`src/rtl/subsys_sequencer.sv`:
```
// Power/boot sequencer for up to 16 subsystems: brings them up in ascending index order,
// shuts them down in reverse order, times out stuck handshakes and records the first error.
module subsys_sequencer #(
    parameter int               N_SUB       = 7,
    parameter logic [N_SUB-1:0] DEFER_MASK  = {N_SUB{1'b0}},
    parameter int               TIMEOUT_CYC = 1024
) (
    input  logic             clk,
    input  logic             rst,
    input  logic             start,
    input  logic             stop,
    input  logic             defer_go,
    output logic [N_SUB-1:0] init_req,
    input  logic [N_SUB-1:0] init_ack,
    output logic [N_SUB-1:0] shut_req,
    input  logic [N_SUB-1:0] shut_ack,
    output logic [N_SUB-1:0] alive,
    output logic             healthy,
    output logic             busy,
    output logic [2:0]       state,
    output logic             err,
    output logic [3:0]       err_idx,
    output logic [1:0]       err_code
);

    typedef enum logic [2:0] {
        ST_IDLE  = 3'd0,
        ST_INIT  = 3'd1,
        ST_RUN   = 3'd2,
        ST_SHUT  = 3'd3,
        ST_FAULT = 3'd4
    } state_t;

    localparam int             TW    = (TIMEOUT_CYC > 2) ? $clog2(TIMEOUT_CYC) : 1;
    localparam logic [TW-1:0]  TLAST = TW'((TIMEOUT_CYC > 0) ? (TIMEOUT_CYC - 1) : 0);

    function automatic logic [N_SUB-1:0] low_onehot(input logic [N_SUB-1:0] v);
        logic [N_SUB-1:0] r;
        logic             found;
        r     = {N_SUB{1'b0}};
        found = 1'b0;
        for (int i = 0; i < N_SUB; i++) begin
            if (v[i] && !found) begin
                r[i]  = 1'b1;
                found = 1'b1;
            end
        end
        return r;
    endfunction

    function automatic logic [N_SUB-1:0] high_onehot(input logic [N_SUB-1:0] v);
        logic [N_SUB-1:0] r;
        logic             found;
        r     = {N_SUB{1'b0}};
        found = 1'b0;
        for (int i = N_SUB - 1; i >= 0; i--) begin
            if (v[i] && !found) begin
                r[i]  = 1'b1;
                found = 1'b1;
            end
        end
        return r;
    endfunction

    function automatic logic [3:0] onehot_idx(input logic [N_SUB-1:0] v);
        logic [3:0] r;
        r = 4'd0;
        for (int i = 0; i < N_SUB; i++) begin
            if (v[i]) r = 4'(i);
        end
        return r;
    endfunction

    state_t           state_r, state_nxt_s;
    logic [N_SUB-1:0] target_r, target_nxt_s;
    logic [N_SUB-1:0] alive_r, alive_nxt_s;
    logic [N_SUB-1:0] init_req_r, init_req_nxt_s;
    logic [N_SUB-1:0] shut_req_r, shut_req_nxt_s;
    logic [TW-1:0]    timer_r, timer_nxt_s;
    logic             healthy_r, healthy_nxt_s;
    logic             busy_r, busy_nxt_s;
    logic             err_r, err_nxt_s;
    logic [3:0]       err_idx_r, err_idx_nxt_s;
    logic [1:0]       err_code_r, err_code_nxt_s;
    logic             timeout_s;
    logic [N_SUB-1:0] init_hit_s, shut_hit_s, stray_s;

    // Next-state, bookkeeping and next-cycle output values
    always_comb begin
        state_nxt_s    = state_r;
        target_nxt_s   = target_r;
        alive_nxt_s    = alive_r;
        err_nxt_s      = err_r;
        err_idx_nxt_s  = err_idx_r;
        err_code_nxt_s = err_code_r;
        timeout_s      = (TIMEOUT_CYC != 0) && (timer_r == TLAST);
        init_hit_s     = init_ack & init_req_r;
        shut_hit_s     = shut_ack & shut_req_r;
        stray_s        = (init_ack & ~init_req_r) | (shut_ack & ~shut_req_r);

        case (state_r)
            ST_IDLE: begin
                if (start) begin
                    target_nxt_s   = ~DEFER_MASK;
                    err_nxt_s      = 1'b0;
                    err_idx_nxt_s  = 4'd0;
                    err_code_nxt_s = 2'b00;
                    if ((~DEFER_MASK & ~alive_r) != {N_SUB{1'b0}}) state_nxt_s = ST_INIT;
                    else                                            state_nxt_s = ST_RUN;
                end else begin
                    state_nxt_s = ST_IDLE;
                end
            end
            ST_INIT: begin
                // An ack coinciding with stop still marks the subsystem as up
                alive_nxt_s = alive_r | init_hit_s;
                if (stop) begin
                    state_nxt_s = ST_SHUT;
                end else if ((init_req_r != {N_SUB{1'b0}}) && (init_hit_s == {N_SUB{1'b0}}) && timeout_s) begin
                    state_nxt_s = ST_FAULT;
                    if (!err_r) begin
                        err_nxt_s      = 1'b1;
                        err_code_nxt_s = 2'b01;
                        err_idx_nxt_s  = onehot_idx(init_req_r);
                    end else begin
                        err_nxt_s = err_r;
                    end
                end else if ((target_r & ~alive_nxt_s) == {N_SUB{1'b0}}) begin
                    state_nxt_s = ST_RUN;
                end else begin
                    state_nxt_s = ST_INIT;
                end
            end
            ST_RUN: begin
                if (stop) begin
                    state_nxt_s = ST_SHUT;
                end else if (defer_go) begin
                    target_nxt_s = {N_SUB{1'b1}};
                    if (~alive_r != {N_SUB{1'b0}}) state_nxt_s = ST_INIT;
                    else                           state_nxt_s = ST_RUN;
                end else begin
                    state_nxt_s = ST_RUN;
                end
            end
            ST_SHUT: begin
                // A timed-out subsystem is treated as down so shutdown always completes
                if ((shut_req_r != {N_SUB{1'b0}}) && ((shut_hit_s != {N_SUB{1'b0}}) || timeout_s)) begin
                    alive_nxt_s = alive_r & ~shut_req_r;
                    if ((shut_hit_s == {N_SUB{1'b0}}) && !err_r) begin
                        err_nxt_s      = 1'b1;
                        err_code_nxt_s = 2'b10;
                        err_idx_nxt_s  = onehot_idx(shut_req_r);
                    end else begin
                        err_nxt_s = err_r;
                    end
                end else begin
                    alive_nxt_s = alive_r;
                end
                if (alive_nxt_s == {N_SUB{1'b0}}) state_nxt_s = ST_IDLE;
                else                              state_nxt_s = ST_SHUT;
            end
            ST_FAULT: begin
                if (stop) state_nxt_s = ST_SHUT;
                else      state_nxt_s = ST_FAULT;
            end
            default: begin
                state_nxt_s = ST_IDLE;
            end
        endcase

        if ((stray_s != {N_SUB{1'b0}}) && !err_nxt_s) begin
            err_nxt_s      = 1'b1;
            err_code_nxt_s = 2'b11;
            err_idx_nxt_s  = onehot_idx(low_onehot(stray_s));
        end else begin
            err_nxt_s = err_nxt_s;
        end

        init_req_nxt_s = (state_nxt_s == ST_INIT) ? low_onehot(target_nxt_s & ~alive_nxt_s) : {N_SUB{1'b0}};
        shut_req_nxt_s = (state_nxt_s == ST_SHUT) ? high_onehot(alive_nxt_s) : {N_SUB{1'b0}};
        healthy_nxt_s  = (state_nxt_s == ST_RUN) && ((alive_nxt_s & ~DEFER_MASK) == ~DEFER_MASK);
        busy_nxt_s     = (state_nxt_s == ST_INIT) || (state_nxt_s == ST_SHUT);

        // Timer restarts whenever the active request changes
        if (((init_req_nxt_s | shut_req_nxt_s) != {N_SUB{1'b0}}) &&
            (init_req_nxt_s == init_req_r) && (shut_req_nxt_s == shut_req_r)) begin
            timer_nxt_s = timer_r + TW'(1);
        end else begin
            timer_nxt_s = {TW{1'b0}};
        end
    end

    // State and registered outputs
    always_ff @(posedge clk or posedge rst) begin
        if (rst) begin
            state_r    <= ST_IDLE;
            target_r   <= {N_SUB{1'b0}};
            alive_r    <= {N_SUB{1'b0}};
            init_req_r <= {N_SUB{1'b0}};
            shut_req_r <= {N_SUB{1'b0}};
            timer_r    <= {TW{1'b0}};
            healthy_r  <= 1'b0;
            busy_r     <= 1'b0;
            err_r      <= 1'b0;
            err_idx_r  <= 4'd0;
            err_code_r <= 2'b00;
        end else begin
            state_r    <= state_nxt_s;
            target_r   <= target_nxt_s;
            alive_r    <= alive_nxt_s;
            init_req_r <= init_req_nxt_s;
            shut_req_r <= shut_req_nxt_s;
            timer_r    <= timer_nxt_s;
            healthy_r  <= healthy_nxt_s;
            busy_r     <= busy_nxt_s;
            err_r      <= err_nxt_s;
            err_idx_r  <= err_idx_nxt_s;
            err_code_r <= err_code_nxt_s;
        end
    end

    assign init_req = init_req_r;
    assign shut_req = shut_req_r;
    assign alive    = alive_r;
    assign healthy  = healthy_r;
    assign busy     = busy_r;
    assign state    = state_r;
    assign err      = err_r;
    assign err_idx  = err_idx_r;
    assign err_code = err_code_r;

endmodule

```
`config.mk`:
```
export PLATFORM = sky130hd
export DESIGN_NAME = subsys_sequencer
export DESIGN_NICKNAME = d
export VERILOG_FILES = /design/src/rtl/subsys_sequencer.sv
export SDC_FILE = /design/constraint.sdc
export NUM_CORES = 1
export LEC_CHECK = 0
export ABC_AREA = 0
export BUFFER_PORTS_ARGS = -buffer_cell sky130_fd_sc_hd__buf_2
export CAP_MARGIN = 20
export CORE_MARGIN = 2
export CORE_UTILIZATION = 30
export CTS_BUF_LIST = sky130_fd_sc_hd__clkbuf_8
export DETAILED_ROUTE_END_ITERATION = 16
export PLACE_DENSITY_LB_ADDON = 0.2
export SKIP_LAST_GASP = 1
export SLEW_MARGIN = 20
export SYNTH_ARGS = -nofsm -noshare
export SYNTH_HDL_FRONTEND = slang
export SYNTH_SLANG_ARGS = --single-unit
```
`constraint.sdc`:
```
create_clock -name clk -period 3.15 [get_ports clk]
set_input_delay 0 -clock clk [delete_from_list [all_inputs] [get_ports clk]]
set_output_delay 0 -clock clk [all_outputs]
set_load 0.01 [all_outputs]
```
==> reports/results.txt <==
Hpwl dp -> 11840 um
Finished Layout Cells -> 713
DRC errors left -> 0
Vias per cell -> 5.794
Post-route ant nets -> 0
Area contributors post-synth -> dfrtp_1 32%, nor4_2 3.6%, inv_1 3.2%
Final core occ -> 41.41%
Hold Fails Final Rpt -> 0
CTS tree -> yes
Tcrit/Tclk final -> 104.0%
Asr flop ratio synth -> 100.0%
Multi-input gate area -> 2603 um^2
Worst clock skew -> 0.006839 ns
Placed cell areas -> 4586 um^2
Power density over cell area -> 988.7 nW/um^2
H-tree depth -> 2
Largest net degree at the start of global routing -> 50
# fillers -> 1250
Post-route cell area -> 5205 um^2
Vias in the first global route -> 4001
Crit start category -> flop
Post-synthesis simple-gate area fraction -> 29.16%
Post-synthesis instance area -> 3849 um^2
Top sig layer -> met4
FF+latch area -> 1229 um^2
Unrepaired setup endpoints after global routing -> yes
CTS buffer count -> 5
Nets -> 560
Max Root-Sink Buffers -> 2
Ys Warns -> 0
P_leak -> 2.195 nW
Met3 wire len -> 1180 um
Slowest cell on crit path -> a311oi_4
Largest delay contributor family on the critical path -> compound AO/OA/AOI/OAI gates
Clk_lat worst skew -> 0.33 ns
Flop pwr share -> 18.3%
Tightest Pin Transition -> 0.9509 ns
Fmax -> 0.3052 GHz
Failing checks -> setup timing
Slowest Stage Delay on Critical Path -> 0.44 ns
Root Buffer -> clkbuf_8
Via count -> 4131
Pint -> 0.002569 W
Critical Path AT -> 3.52 ns
Final worst setup slack -> -0.1269 ns
Post-Syn Area per Cell -> 9.034 um^2
Synth Area in Adders -> 0.3251%
Max-cap violations -> 0
Required time of the critical path -> 3.40 ns
Clock sink count -> 49
Predominant post-synthesis flop cell -> dfrtp_1
Area Overhead vs Synth -> 35.24%
Drt wl/cell -> 22.79 um
Clock Power Share -> 9.7%
Multiplexer share of the synthesized area -> 1.918%
Die area -> 13750 um^2
Max-slew violations -> 0
Site Rows -> 41
First-pass GRT wire length -> 23890 um
Unique masters post-synth -> 95
GPL Wtd Cong -> 0.9441
CP max FO -> 13
Port-buffer cells -> 50
CP Cell Sequence -> ha_2 -> nand4_4 -> buf_12 -> o41ai_4 -> o32ai_2 -> nor4_2 -> nor2_2 -> buf_4 -> a311oi_4 -> o221ai_4 -> nor4_4
Status -> finished with violations
Pre-antenna DRT Iters -> 5
Overflow left after global routing -> 0
Initial antenna violation count -> 0
Comb pwr share -> 72.0%
Sequential share of the synthesized area -> 31.86%
Buf+Inv Stages, Crit Path -> 2
Metal-1 WL -> 6653 um
Count leader, synth -> dfrtp_1
Ant. Diodes -> 0
Synth area leader -> dfrtp_1
Layout cells sized above 1 -> 39.00%
Starting density of the core -> 30.62%
Total core area -> 12570 um^2
WS Path Type -> flop to flop
Post-Synth XOR/XNOR Area -> 2.731%
Placed insts -> 679
Met2 wire len -> 7760 um
Post-Synthesis Cells -> 426
Total Wirelength -> 16250 um
Most instantiated cells after synthesis -> 49 x dfrtp_1, 33 x inv_1, 32 x nor2_1, 30 x nand2_1, 17 x a21oi_1
Yosys top cell area share -> 31.86%
Syn nets -> 446
I/O pins -> 52
Register bit total from synthesis -> 49
Final setup viols -> 10
Largest family of logic cells by synthesized area -> simple AND/OR/NAND/NOR gates
Die X -> 117.3 um
Worst-path clk slew -> 0.10 ns
Die Y -> 117.3 um
Hold Crit Class -> primary input to flop
CP Capture Type -> flop
DR iter-0 viols -> 331
Number of synthesized flops with an enable pin -> 0
Slew margin rel. -> 36.61%
Min Tclk post-route -> 3.277 ns
Sw frac -> 50.09%
Gr usage total -> 23.53%
NetSw -> 0.002578 W
Post-synthesis compound-gate area fraction -> 26.27%
Worst VDD drop -> 0.0003051 V
## kinds of logic (layout without fill, tap and decap cells)
kind of cell,Yosys count,in the layout
and+or+nand+nor,176,177
AOI/OAI and AO/OA,122,124
buffers and inverters,58,170
DFF,49,49
xor gates and xnor gates,12,12
muxes,7,7
adders and majority gates,1,1
other,1,1
## what timing repair did
action	in CTS	in global routing
resized for setup	7	37
buffers inserted	3	17
cloned	2	2
hold endpoints to repair	12	0
pin swaps	8	28
setup endpoints to repair	10	11
hold buffers	2	0
## worst min-delay path, stage by stage
cell	delay [ns]
buf_2	0.13
a22oi_1	0.10
nand2_1	0.10
nor2_1	0.06
nand2_1	0.05
## stage by stage
stage	hold slack [ns]	setup slack, ns	power [W]	setup TNS [ns]
after floorplan	0.2432	0.03633	0.002716	0
after CTS	0.1236	0.005588	0.004502	0
after global routing	0.1644	-0.1780	0.005434	-1.499
after global placement	0.3242	-0.1202	0.003720	-1.093
final	0.1327	-0.1269	0.005146	-1.027
after detailed placement	0.3481	-0.1686	0.003738	-1.537
## registers in the layout, indices dropped and copies added, names as in the netlist
signal,cells
state,3
err,1
healthy,1
target_r,7
err_idx,3
timer_r,10
alive,7
init_req,7
err_code,2
shut_req,7
busy,1
## power by group through the flow
stage | Clock (W) | Combinational, W | Sequential, W
after global placement | 0 | 0.00278 | 0.000942
after global routing | 0.000537 | 0.00394 | 0.000954
after floorplan | 0 | 0.00178 | 0.000936
final | 0.000499 | 0.00371 | 0.000942
after detailed placement | 0 | 0.00279 | 0.000944
after CTS | 0.000509 | 0.00306 | 0.000933
## placed cells by master, fill, tap and decap left out, types with 6 or more instances in the layout
master     n
a31oi_1   15
a22o_1     6
clkbuf_8   6
inv_1     33
nand4_1    6
nor4_4     8
nor4_1     6
a21oi_1   17
nand3_1   13
a22oi_1    7
nor3_1    16
o21ai_0    9
nand2_1   30
xnor2_1    7
nor2_1    31
buf_2     50
dfrtp_1   47
o31ai_1   12
buf_4     66
## worst paths after layout
| path | startpoint | to | cells after the start | slack, ns |
|---|---|---|---|---|
| setup reg to reg | timer_r[1] | timer_r[6] | 11 | -0.13 |
| max in group asynchronous | rst | state[2] | 3 | 2.14 |
| hold / removal | init_ack[6] | err | 5 | 0.13 |
| min in group asynchronous | rst | shut_req[2] | 3 | 0.38 |
| setup / recovery | timer_r[1] | timer_r[6] | 11 | -0.13 |
| hold reg to reg | err_idx[2] | err_idx[2] | 1 | 0.51 |
## cell type report
class	instances	area share (%)
Inverter	34	2.476
Timing Repair Buffer	128	17.55
Clock inverter	2	0.6490
Clock buffer	6	1.587
Multi-Input combinational cell	322	50.00
Sequential cell	49	23.61
Tap cell	172	4.135
## routing by layer
| metal | global-route usage, % | up-vias |
|---|---|---|
| li1 | - | 1865 |
| met1 | 30.91 | 2027 |
| met2 | 38.39 | 194 |
| met3 | 4.274 | 45 |
| met4 | 9.176 | 0 |
| met5 | 0 | - |
No activity file was read; power rests on OpenSTA's default activity.
